**src/rtl/sparse_dot_pkg.sv**
```systemverilog
// Shared types and helpers for the sparse dot-product engine.
//   state_t  : engine sequencing states
//   CNTW     : nonzero-count width for the default channel count
//   saturate : clamps a sign-extended accumulator value to an ow-bit signed range
//              and reports whether clamping happened
package sparse_dot_pkg;

    typedef enum logic [1:0] {
        IDLE     = 2'd0,
        COMPRESS = 2'd1,
        MAC      = 2'd2,
        DONE     = 2'd3
    } state_t;

    localparam int N_DEFAULT = 20;
    localparam int CNTW      = $clog2(N_DEFAULT + 1);

    // Saturation works on a fixed wide carrier so the helper stays independent
    // of the per-instance accumulator width; callers sign-extend into it.
    localparam int SAT_W = 64;

    typedef struct packed {
        logic                    flag;
        logic signed [SAT_W-1:0] value;
    } sat_t;

    function automatic sat_t saturate(input logic signed [SAT_W-1:0] value, input int ow);
        sat_t                    r;
        logic signed [SAT_W-1:0] one;
        logic signed [SAT_W-1:0] hi;
        logic signed [SAT_W-1:0] lo;
        one     = 1;
        hi      = (one <<< (ow - 1)) - one;
        lo      = -(one <<< (ow - 1));
        r.flag  = 1'b0;
        r.value = value;
        if (value > hi) begin
            r.value = hi;
            r.flag  = 1'b1;
        end else if (value < lo) begin
            r.value = lo;
            r.flag  = 1'b1;
        end
        return r;
    endfunction

endpackage

```
**src/rtl/sparse_compressor.sv**
```systemverilog
// Zero-compressing store for one operand vector, fed one channel per step.
// Ports:
//   clk, rst_n : clock, async active-low reset
//   clr        : synchronous clear of all state (start of a new vector)
//   step       : consume 'element' as channel 'i'
//   i          : channel index of the element being consumed
//   element    : operand value for channel i
//   bitmap     : bit k set when channel k was nonzero
//   elems      : nonzero values packed densely from slot 0
//   prefix     : prefix[k] = number of nonzeros in channels 0..k
//   nnz        : running nonzero count
module sparse_compressor
    import sparse_dot_pkg::*;
#(
    parameter int N   = 20,
    parameter int ELW = 9,
    parameter int CW  = $clog2(N + 1),
    parameter int IW  = $clog2(N)
)(
    input  logic                     clk,
    input  logic                     rst_n,
    input  logic                     clr,
    input  logic                     step,
    input  logic [IW-1:0]            i,
    input  logic [ELW-1:0]           element,
    output logic [N-1:0]             bitmap,
    output logic [N-1:0][ELW-1:0]    elems,
    output logic [N-1:0][CW-1:0]     prefix,
    output logic [CW-1:0]            nnz
);

    logic          nz;
    logic [CW-1:0] nnz_next;

    assign nz       = |element;
    assign nnz_next = nnz + CW'(nz);

    always_ff @(posedge clk or negedge rst_n) begin
        if (!rst_n) begin
            bitmap <= '0;
            elems  <= '0;
            prefix <= '0;
            nnz    <= '0;
        end else if (clr) begin
            bitmap <= '0;
            elems  <= '0;
            prefix <= '0;
            nnz    <= '0;
        end else if (step) begin
            // Slot select by compare keeps the count at full CW width, so a
            // fully dense vector (count reaching N) never wraps the index.
            if (nz) begin
                for (int k = 0; k < N; k++) begin
                    if (nnz == CW'(k)) elems[k] <= element;
                end
            end
            bitmap[i] <= nz;
            prefix[i] <= nnz_next;
            nnz       <= nnz_next;
        end
    end

endmodule

```
**src/rtl/sparse_dot_engine.sv**
```systemverilog
// Sparse dot-product neuron: captures N activations and N weights, compresses
// each to nonzero stores, multiply-accumulates only where both are nonzero,
// then saturates (optionally ReLU) and hands the result downstream.
// Ports:
//   clk, rst_n            : clock, async active-low reset
//   start / ready         : request handshake, ready only in IDLE
//   relu_en               : clamp negative results to zero (sampled at accept)
//   act_in / wgt_in       : packed operands, channel k at [k*W +: W]
//   out_valid / out_ready : result handshake
//   out_neuron, sat       : saturated result and saturation flag
//   nnz_act, nnz_wgt      : nonzero counts of the two operands
//
// state    | meaning
// IDLE     | waiting for start; ready=1
// COMPRESS | one channel per cycle into the nonzero stores
// MAC      | one channel per cycle, accumulate where both operands nonzero
// DONE     | register result, then hold it until out_ready
module sparse_dot_engine
    import sparse_dot_pkg::*;
#(
    parameter int N    = 20,
    parameter int AW   = 9,
    parameter int WW   = 2,
    parameter int OW   = 13,
    parameter int ACCW = AW + WW + $clog2(N)
)(
    input  logic                    clk,
    input  logic                    rst_n,
    input  logic                    start,
    output logic                    ready,
    input  logic                    relu_en,
    input  logic [N*AW-1:0]         act_in,
    input  logic [N*WW-1:0]         wgt_in,
    output logic                    out_valid,
    input  logic                    out_ready,
    output logic signed [OW-1:0]    out_neuron,
    output logic                    sat,
    output logic [$clog2(N+1)-1:0]  nnz_act,
    output logic [$clog2(N+1)-1:0]  nnz_wgt
);

    localparam int CW = $clog2(N + 1);
    localparam int IW = $clog2(N);
    localparam int PW = AW + WW;

    state_t state_q, state_d;

    logic [IW-1:0]          i_q;
    logic                   last;
    logic [N*AW-1:0]        act_q;
    logic [N*WW-1:0]        wgt_q;
    logic                   relu_q;
    logic signed [ACCW-1:0] acc;

    logic accept, mac_en, load_out, out_done;

    logic [N-1:0]          bm_a, bm_w, and_op;
    logic [N-1:0][AW-1:0]  els_a;
    logic [N-1:0][WW-1:0]  els_w;
    logic [N-1:0][CW-1:0]  pfx_a, pfx_w;
    logic [CW-1:0]         cnt_a, cnt_w;

    logic [AW-1:0]          a_sel;
    logic [WW-1:0]          w_sel;
    logic signed [PW-1:0]   prod;
    logic signed [ACCW-1:0] prod_ext;

    logic signed [SAT_W-1:0] acc_ext;
    sat_t                    sat_r;
    logic signed [OW-1:0]    res_val;
    logic                    res_sat;

    assign last   = (i_q == IW'(N - 1));
    assign ready  = (state_q == IDLE);
    assign and_op = bm_a & bm_w;

    sparse_compressor #(.N(N), .ELW(AW), .CW(CW), .IW(IW)) u_act_comp (
        .clk     (clk),
        .rst_n   (rst_n),
        .clr     (accept),
        .step    (state_q == COMPRESS),
        .i       (i_q),
        .element (act_q[i_q*AW +: AW]),
        .bitmap  (bm_a),
        .elems   (els_a),
        .prefix  (pfx_a),
        .nnz     (cnt_a)
    );

    sparse_compressor #(.N(N), .ELW(WW), .CW(CW), .IW(IW)) u_wgt_comp (
        .clk     (clk),
        .rst_n   (rst_n),
        .clr     (accept),
        .step    (state_q == COMPRESS),
        .i       (i_q),
        .element (wgt_q[i_q*WW +: WW]),
        .bitmap  (bm_w),
        .elems   (els_w),
        .prefix  (pfx_w),
        .nnz     (cnt_w)
    );

    always_ff @(posedge clk or negedge rst_n) begin
        if (!rst_n) state_q <= IDLE;
        else        state_q <= state_d;
    end

    always_comb begin
        state_d  = state_q;
        accept   = 1'b0;
        mac_en   = 1'b0;
        load_out = 1'b0;
        out_done = 1'b0;
        case (state_q)
            IDLE: begin
                if (start) begin
                    accept  = 1'b1;
                    state_d = COMPRESS;
                end
            end
            COMPRESS: begin
                if (last) state_d = MAC;
            end
            MAC: begin
                mac_en = and_op[i_q];
                if (last) state_d = DONE;
            end
            DONE: begin
                // First DONE cycle registers the result; afterwards wait for out_ready.
                if (!out_valid) begin
                    load_out = 1'b1;
                end else if (out_ready) begin
                    out_done = 1'b1;
                    state_d  = IDLE;
                end
            end
            default: state_d = IDLE;
        endcase
    end

    // prefix[i]-1 is the compressed slot of channel i; only used when the
    // channel is nonzero, so the prefix is at least 1 there.
    always_comb begin
        a_sel = '0;
        w_sel = '0;
        for (int k = 0; k < N; k++) begin
            if (pfx_a[i_q] == CW'(k + 1)) a_sel = els_a[k];
            if (pfx_w[i_q] == CW'(k + 1)) w_sel = els_w[k];
        end
    end

    assign prod     = $signed(a_sel) * $signed(w_sel);
    assign prod_ext = {{(ACCW - PW){prod[PW-1]}}, prod};

    always_comb begin
        acc_ext = {{(SAT_W - ACCW){acc[ACCW-1]}}, acc};
        sat_r   = saturate(acc_ext, OW);
        res_val = sat_r.value[OW-1:0];
        res_sat = sat_r.flag;
        if (relu_q && acc[ACCW-1]) begin
            res_val = '0;
            res_sat = 1'b0;
        end
    end

    always_ff @(posedge clk or negedge rst_n) begin
        if (!rst_n) begin
            i_q        <= '0;
            act_q      <= '0;
            wgt_q      <= '0;
            relu_q     <= 1'b0;
            acc        <= '0;
            out_valid  <= 1'b0;
            out_neuron <= '0;
            sat        <= 1'b0;
            nnz_act    <= '0;
            nnz_wgt    <= '0;
        end else begin
            if (accept) begin
                act_q  <= act_in;
                wgt_q  <= wgt_in;
                relu_q <= relu_en;
                acc    <= '0;
                i_q    <= '0;
            end else if (state_q == COMPRESS || state_q == MAC) begin
                i_q <= last ? '0 : i_q + IW'(1);
            end

            if (mac_en) acc <= acc + prod_ext;

            if (load_out) begin
                out_valid  <= 1'b1;
                out_neuron <= res_val;
                sat        <= res_sat;
                nnz_act    <= cnt_a;
                nnz_wgt    <= cnt_w;
            end else if (out_done) begin
                out_valid <= 1'b0;
            end
        end
    end

endmodule

```
**config.mk**
```make
export PLATFORM = sky130hd
export DESIGN_NAME = sparse_dot_engine
export DESIGN_NICKNAME = d
export VERILOG_FILES = /design/src/rtl/sparse_dot_pkg.sv /design/src/rtl/sparse_compressor.sv /design/src/rtl/sparse_dot_engine.sv
export SDC_FILE = /design/constraint.sdc
export NUM_CORES = 2
export LEC_CHECK = 0
export ABC_AREA = 1
export CORE_ASPECT_RATIO = 0.6
export CORE_MARGIN = 5
export CORE_UTILIZATION = 40
export DETAILED_ROUTE_END_ITERATION = 6
export PLACE_DENSITY = 0.68
export SLEW_MARGIN = 10
export SYNTH_ARGS = -nofsm -noshare
export SYNTH_HDL_FRONTEND = slang
export SYNTH_SLANG_ARGS = --single-unit
export TNS_END_PERCENT = 20
```
**constraint.sdc**
```tcl
create_clock -name clk -period 6.1 [get_ports clk]
set_clock_uncertainty 0.2 [all_clocks]
set_input_delay 1.22 -clock clk [delete_from_list [all_inputs] [get_ports clk]]
set_output_delay 1.22 -clock clk [all_outputs]
set_load 0.05 [all_outputs]
```
Word-level counts from Yosys, hierarchy flattened. Index checks and enable logic that the tools add are counted.

Reduce and logical (&&, ||, !) cells: 95. Eq/ne operators: 87. Multiplexer cells: 137. Magnitude comparators: 4. Multiply operators: 2. Bitwise operators: 1. Add/sub/neg operators: 4. Shifts and indexed selects: 2.

Operators with widths (count): 2-to-1 mux 180 bit (3); 2-to-1 mux 100 bit (4); 2-to-1 mux 9 bit (40); bitwise mux 100 bit (2); variable part select 180 x 10 -> 9 bit (1); equality test 5 x 4 -> 1 bit, second input constant (32); 2-to-1 mux 65 bit (2); 2-to-1 mux 40 bit (3); AND reduction 3 bit (40); equality test 5 bit, second input constant (19); nonzero test 2 bit (46); 2-to-1 mux 2 bit (45); equality test 5 x 3 -> 1 bit, second input constant (16); 2-to-1 mux 20 bit (4); binary-select mux 5 bit (select 5 bit) (2); 2-to-1 mux 5 bit (10); bitwise mux 20 bit (2); equality test 5 x 2 -> 1 bit, second input constant (8); variable part select 40 x 7 -> 2 bit (1); 2-to-1 mux 16 bit (2); demux 5 bit (select 5 bit) (1); bitwise AND 20 bit (1); equality test 5 x 1 -> 1 bit, second input constant (4); adder 16 x 11 -> 16 bit (1); other kinds (23) (43).

Input port bits: 225. Output and inout bits: 26. Register bits after elaboration: 739.

Depth between registers and ports, before layout.
Depth after elaboration: 26. Depth in mapped cells: 56. Gate-level depth less buffers: 53.

Hierarchy. Synthesis repeated with hierarchy kept, for this count alone.

Cells, all modules: 4810. Area, all modules: 37554.8 um2.

By module, submodules not included: sparse_dot_engine (area each 17307.8 um2, cells an instance 2540, times used 1, sequential area each 6731.5 um2); sparse_compressor at u_act_comp (area each 12997.5 um2, cells an instance 1426, times used 1, sequential area each 7632.3 um2); sparse_compressor at u_wgt_comp (area each 7249.5 um2, cells an instance 844, times used 1, sequential area each 4129.0 um2).

Least setup slack after synthesis. No wires, ideal clock.

Kind: register -> register. Start: reg i_q[1]. End: reg acc[14]. Slack: 0.472 ns. Stages on the path, launching flop included: 54. Period minus slack after synthesis: 5.628 ns. Arrival: 5.303 ns. Data required time: 5.775 ns. Path buffers: 4. Setup time: 0.125 ns. Cells stage by stage: dfrtp_1 buf_4 inv_2 buf_6 buf_6 buf_6 a21oi_1 o21ai_1 nand2_1 nand2_1 nand3_1 nor2_4 inv_1 nor2_2 inv_4 nor2_4 inv_2 o21ai_1 [... 18 more ...] nand2_1 nand2_1 a21oi_1 nor2_1 o21ai_0 nand2_1 nand2_1 inv_1 o21ai_0 nand2_1 nand2_1 inv_1 nor2_1 nor2_1 nor2_1 a21oi_1 o21ai_0 o21ai_1.

Cells in the longest elaborated chain, start to end: 26.

RTL lines: from (decl) (line sparse_dot_engine.sv:48) `logic [IW-1:0] i_q;`; from (signal assigned) (line sparse_dot_engine.sv:186) `i_q <= last ? '0 : i_q + IW'(1);`; binary-select mux 5 bit (select 5 bit) (on tied branches) (line sparse_dot_engine.sv:147, sparse_dot_engine.sv:148); 2-to-1 mux 5 bit (on tied branches) (line sparse_dot_engine.sv:147, sparse_dot_engine.sv:148); equality test 5 x 1 -> 1 bit (on tied branches) (line sparse_dot_engine.sv:147, sparse_dot_engine.sv:148); 2-to-1 mux 9 bit or 2-to-1 mux 2 bit (tied branches) (20 in series) (line sparse_dot_engine.sv:147, sparse_dot_engine.sv:148); multiplier 9 x 2 -> 11 bit (line sparse_dot_engine.sv:152) `assign prod = $signed(a_sel) * $signed(w_sel);`; adder 16 x 11 -> 16 bit (line sparse_dot_engine.sv:189) `if (mac_en) acc <= acc + prod_ext;`; 2-to-1 mux 16 bit (line sparse_dot_engine.sv:189); to (signal assigned) (line sparse_dot_engine.sv:189); to (decl) (line sparse_dot_engine.sv:53) `logic signed [ACCW-1:0] acc;`.

Parallel ways exist; a longest one is shown, timed or not. The select of a mux whose other input is x is not followed. A chain may end at the register's enable or synchronous reset.

Worst setup path in the final report.
Start: reg i_q[0]. End: reg acc[14].

Same word-level chain as after synthesis.

==> flow_metrics.env <==
export IMPL_maxCapViolations=0
export IMPL_die_w_um=395.5
export IMPL_async_reset_ff_share_pct=100.0
export IMPL_power_frac_seq_pct=28.3
export IMPL_final_util_pct=49.95
export IMPL_ys_seq_area_share_pct=51.85
export IMPL_timing_rr_end="acc[14]"
export IMPL_worstPathArrival_ns=6.83
export IMPL_syn_area_mm2=0.03566
export IMPL_clock_path_buffers=3
export IMPL_nets=5054
export IMPL_cp_required_ns=6.43
export IMPL_synth_fp_nets=4687
export IMPL_antenna_found_initial=3
export IMPL_drc=0
export IMPL_layout_area_overhead_vs_synth_pct=23.20
export IMPL_maxSlewHeadroom_pct=13.52
export IMPL_start_util_pct=40.54
export IMPL_avgRoutedWirePerCell_um=18.91
export IMPL_h_tree_depth=3
export IMPL_drt_iter0_drc=3301
export IMPL_gp_congestion=0.9163
export IMPL_p_leak_nw=20.75
export IMPL_synth_cell_types=57
export IMPL_nFillCells=8258
export IMPL_period_minus_slack_ns=6.503
export IMPL_setup_viol=4
export IMPL_routed_wl_um=113600
export IMPL_internal_power_mw=14.10
export IMPL_syn_inst=4419
export IMPL_overflow=0
export IMPL_grt_setup_unrepaired="yes"
export IMPL_vias=32060
export IMPL_hpwlAfterDp_um=78070
export IMPL_synthFlopType="dfrtp_1"
export IMPL_postRouteAntennaNets=0
export IMPL_path_common_cell="nand2_1"
export IMPL_hp_class="flop to flop"
export IMPL_grt_max_degree=169
export IMPL_period_share_pct=106.6
export IMPL_seqCellArea_mm2=0.01850
export IMPL_pwr_share_comb_pct=52.5
export IMPL_ir_drop_uv=379.4
export IMPL_grt_pass1_wl_um=178600
export IMPL_r2r_setup_slack_ns=-0.40
export IMPL_slew_viol_final=0
export IMPL_root_buffer="clkbuf_16"
export IMPL_whs_endpoint="act_q[133]"
export IMPL_vias_per_cell=5.336
export IMPL_numClockSinks=739
export IMPL_ff2ff_path_depth=53
export IMPL_diodes=0
export IMPL_pre_cts_slack_ns=-0.5975
export IMPL_fin_tns_setup_ns=-0.9453
export IMPL_min_path_cells=2
export IMPL_r2r_start="i_q[0]"
export IMPL_p_switching_mw=11.51
export IMPL_cp_end_kind="flop"
export IMPL_max_freq_ghz=0.1538
export IMPL_io_buffers=250
export IMPL_clk_pin_slew_worst_paths_ns=0.07
export IMPL_synth_area_top_cells="dfrtp_1 52%, nand2_1 14%, o21ai_0 6.0%"
export IMPL_setup_ws_ns=-0.4032
export IMPL_violations="setup timing"
export IMPL_crit_slowest_cell="dfrtp_4"
export IMPL_grt_use_total_pct=23.50
export IMPL_fp_row_count=84
export IMPL_yosysMostFrequentCell="nand2_1"
export IMPL_dieArea_mm2=0.09543
export IMPL_yosysWarnings=0
export IMPL_dr_pass1_iters=6
export IMPL_crit_path_max_incr_delay_ns=0.54
export IMPL_cts_made_buffers=73
export IMPL_outcome="complete, but fails checks"
export IMPL_worstPathMaxFanout=18
export IMPL_syn_area_per_cell_um2=8.071
export IMPL_p_per_area_mw_per_mm2=582.7
export IMPL_die_y_um=241.3
export IMPL_pwr_share_clk_pct=19.2
export IMPL_ys_ff_latch=739
export IMPL_synth_common_cells="1352 x nand2_1, 739 x dfrtp_1, 492 x inv_1, 424 x o21ai_0, 297 x o22ai_1"
export IMPL_swShare_pct=44.94
export IMPL_num_io_pins=251
export IMPL_insertion_delay_ns=0.67
export IMPL_worst_pin_slew_ns=1.289
export IMPL_hold_violations=0
export IMPL_worstSetupStartpointType="flop"
export IMPL_synth_top_area_cell="dfrtp_1"
export IMPL_cp_startpoint="i_q[0]"
export IMPL_drive_above_1_share_pct=12.36
export IMPL_coreArea_mm2=0.08797
export IMPL_grt_pass1_vias=30670
export IMPL_cts_tree="built"
export IMPL_multi_input_area_mm2=0.01434
export IMPL_criticalPathCategory="flop to flop"
export IMPL_min_from="act_q[133]"
export IMPL_synth_top_area_share_pct=51.85
export IMPL_synth_enable_flop_cells=0
## cell usage in the layout, fill, tap and decap left out, types with 5 or more instances in the layout
| cell | synthesis | routed |
|---|---|---|
| nand2_2 | 11 | 21 |
| o211ai_1 | 24 | 24 |
| buf_12 | 0 | 21 |
| nand4_1 | 27 | 27 |
| nand3_2 | 3 | 12 |
| nor2_4 | 11 | 15 |
| nand2_4 | 4 | 8 |
| clkbuf_8 | 0 | 17 |
| o2111ai_1 | 10 | 8 |
| inv_1 | 492 | 488 |
| bufinv_16 | 0 | 8 |
| clkdlybuf4s50_1 | 0 | 249 |
| nand3_1 | 128 | 119 |
| inv_2 | 23 | 25 |
| a31oi_1 | 8 | 8 |
| clkbuf_1 | 160 | 11 |
| nor2_2 | 13 | 21 |
| clkinv_1 | 6 | 5 |
| o21ai_1 | 60 | 77 |
| clkinv_2 | 0 | 14 |
| dfrtp_1 | 739 | 735 |
| nor3_1 | 19 | 17 |
| a21oi_2 | 4 | 18 |
| clkbuf_16 | 0 | 76 |
| o21ai_2 | 0 | 5 |
| ha_1 | 28 | 25 |
| nand2_1 | 1352 | 1338 |
| a21oi_1 | 107 | 92 |
| mux2_2 | 24 | 24 |
| inv_6 | 0 | 6 |
| a221oi_1 | 12 | 12 |
| o21ai_0 | 424 | 402 |
| nor2_1 | 280 | 268 |
| o31ai_1 | 7 | 7 |
| o22ai_1 | 297 | 296 |
| fa_1 | 15 | 14 |
| buf_4 | 14 | 263 |
## state kept, by name (all words and copies together), names as in the netlist, 16 cells and up
| name | flops |
|---|---|
| act_q | 180 |
| u_act_comp.elems | 180 |
| u_act_comp.prefix | 100 |
| u_wgt_comp.prefix | 100 |
| u_wgt_comp.elems | 40 |
| wgt_q | 40 |
| u_act_comp.bitmap | 20 |
| u_wgt_comp.bitmap | 20 |
| acc | 16 |
## cell type report
type                       instances  share of cell area, %
tap                             1161                  3.306
inverter                         523                  4.553
clock inverter                    32                 0.9682
timing repair buffer             541                  11.50
timing repair inverter             1                0.01993
clock buffer                     103                  4.898
sequential                       739                  42.11
multi-input combinational       2907                  32.65
## what timing repair did
action,in CTS,in global routing
endpoints found under the setup margin,4,9
cloned,3,2
resized for setup,41,65
buffers inserted,14,15
pin swaps,29,50
hold buffers,0,0
## metrics by stage
stage               area [um2]  total power [mW]  hold slack (ns)  cells
finish                   43940             25.60           0.2711   6007
global route             43940             27.40           0.2920   6007
CTS                      43520             25.04           0.2768   5990
detailed placement       40620             19.72           0.2597   5838
global placement         40620             19.55           0.2581   5838
floorplan                35660             14.66           0.2436   4419
## worst max-delay path, delay by kind of cell, from the launching register on
family	cells	cell delay (ns)
adder cells (fa/ha/maj)	2	0.64
AND/OR/NAND/NOR	27	2.32
AO/OA/AOI/OAI	16	1.89
buffers and inverters	8	0.79
flip-flops	1	0.54
## power by group through the flow
stage	combinational, mW	sequential [mW]	clock [mW]
floorplan	7.43	7.24	0
global placement	12.3	7.26	0
detailed placement	12.4	7.28	0
CTS	12.8	7.22	5.00
global route	14.8	7.41	5.23
finish	13.4	7.24	4.92
## metal layers
layer	wire length, um	up-vias	global-route usage [%]
li1	-	15080	-
met1	54100	15460	36.66
met2	46440	1368	33.18
met3	10880	152	5.597
met4	2135	2	4.728
met5	13	-	0
## kinds of logic (layout without fill, tap and decap cells)
| logic type | after synthesis | count (layout) | synth area share (%) |
|---|---|---|---|
| simple gates | 1861 | 1862 | 21.09 |
| flops | 739 | 739 | 51.85 |
| xor+xnor | 3 | 3 | 0.07369 |
| fa+ha+maj | 43 | 43 | 1.824 |
| compound gates | 975 | 975 | 15.50 |
| buf+inv | 774 | 1200 | 8.904 |
| mux | 24 | 24 | 0.7578 |
## how the worst max path moves through the flow
stage / endpoint / slack, ns / cells after the start
2_1_floorplan: acc[14] / 0.47 / 53
3_3_place_gp: acc[14] / -0.54 / 50
3_5_place_dp: acc[14] / -0.60 / 50
4_1_cts: acc[14] / -0.37 / 50
5_1_grt: acc[14] / -0.92 / 52
6_report: acc[14] / -0.40 / 53
No activity file was read; power rests on OpenSTA's default activity.
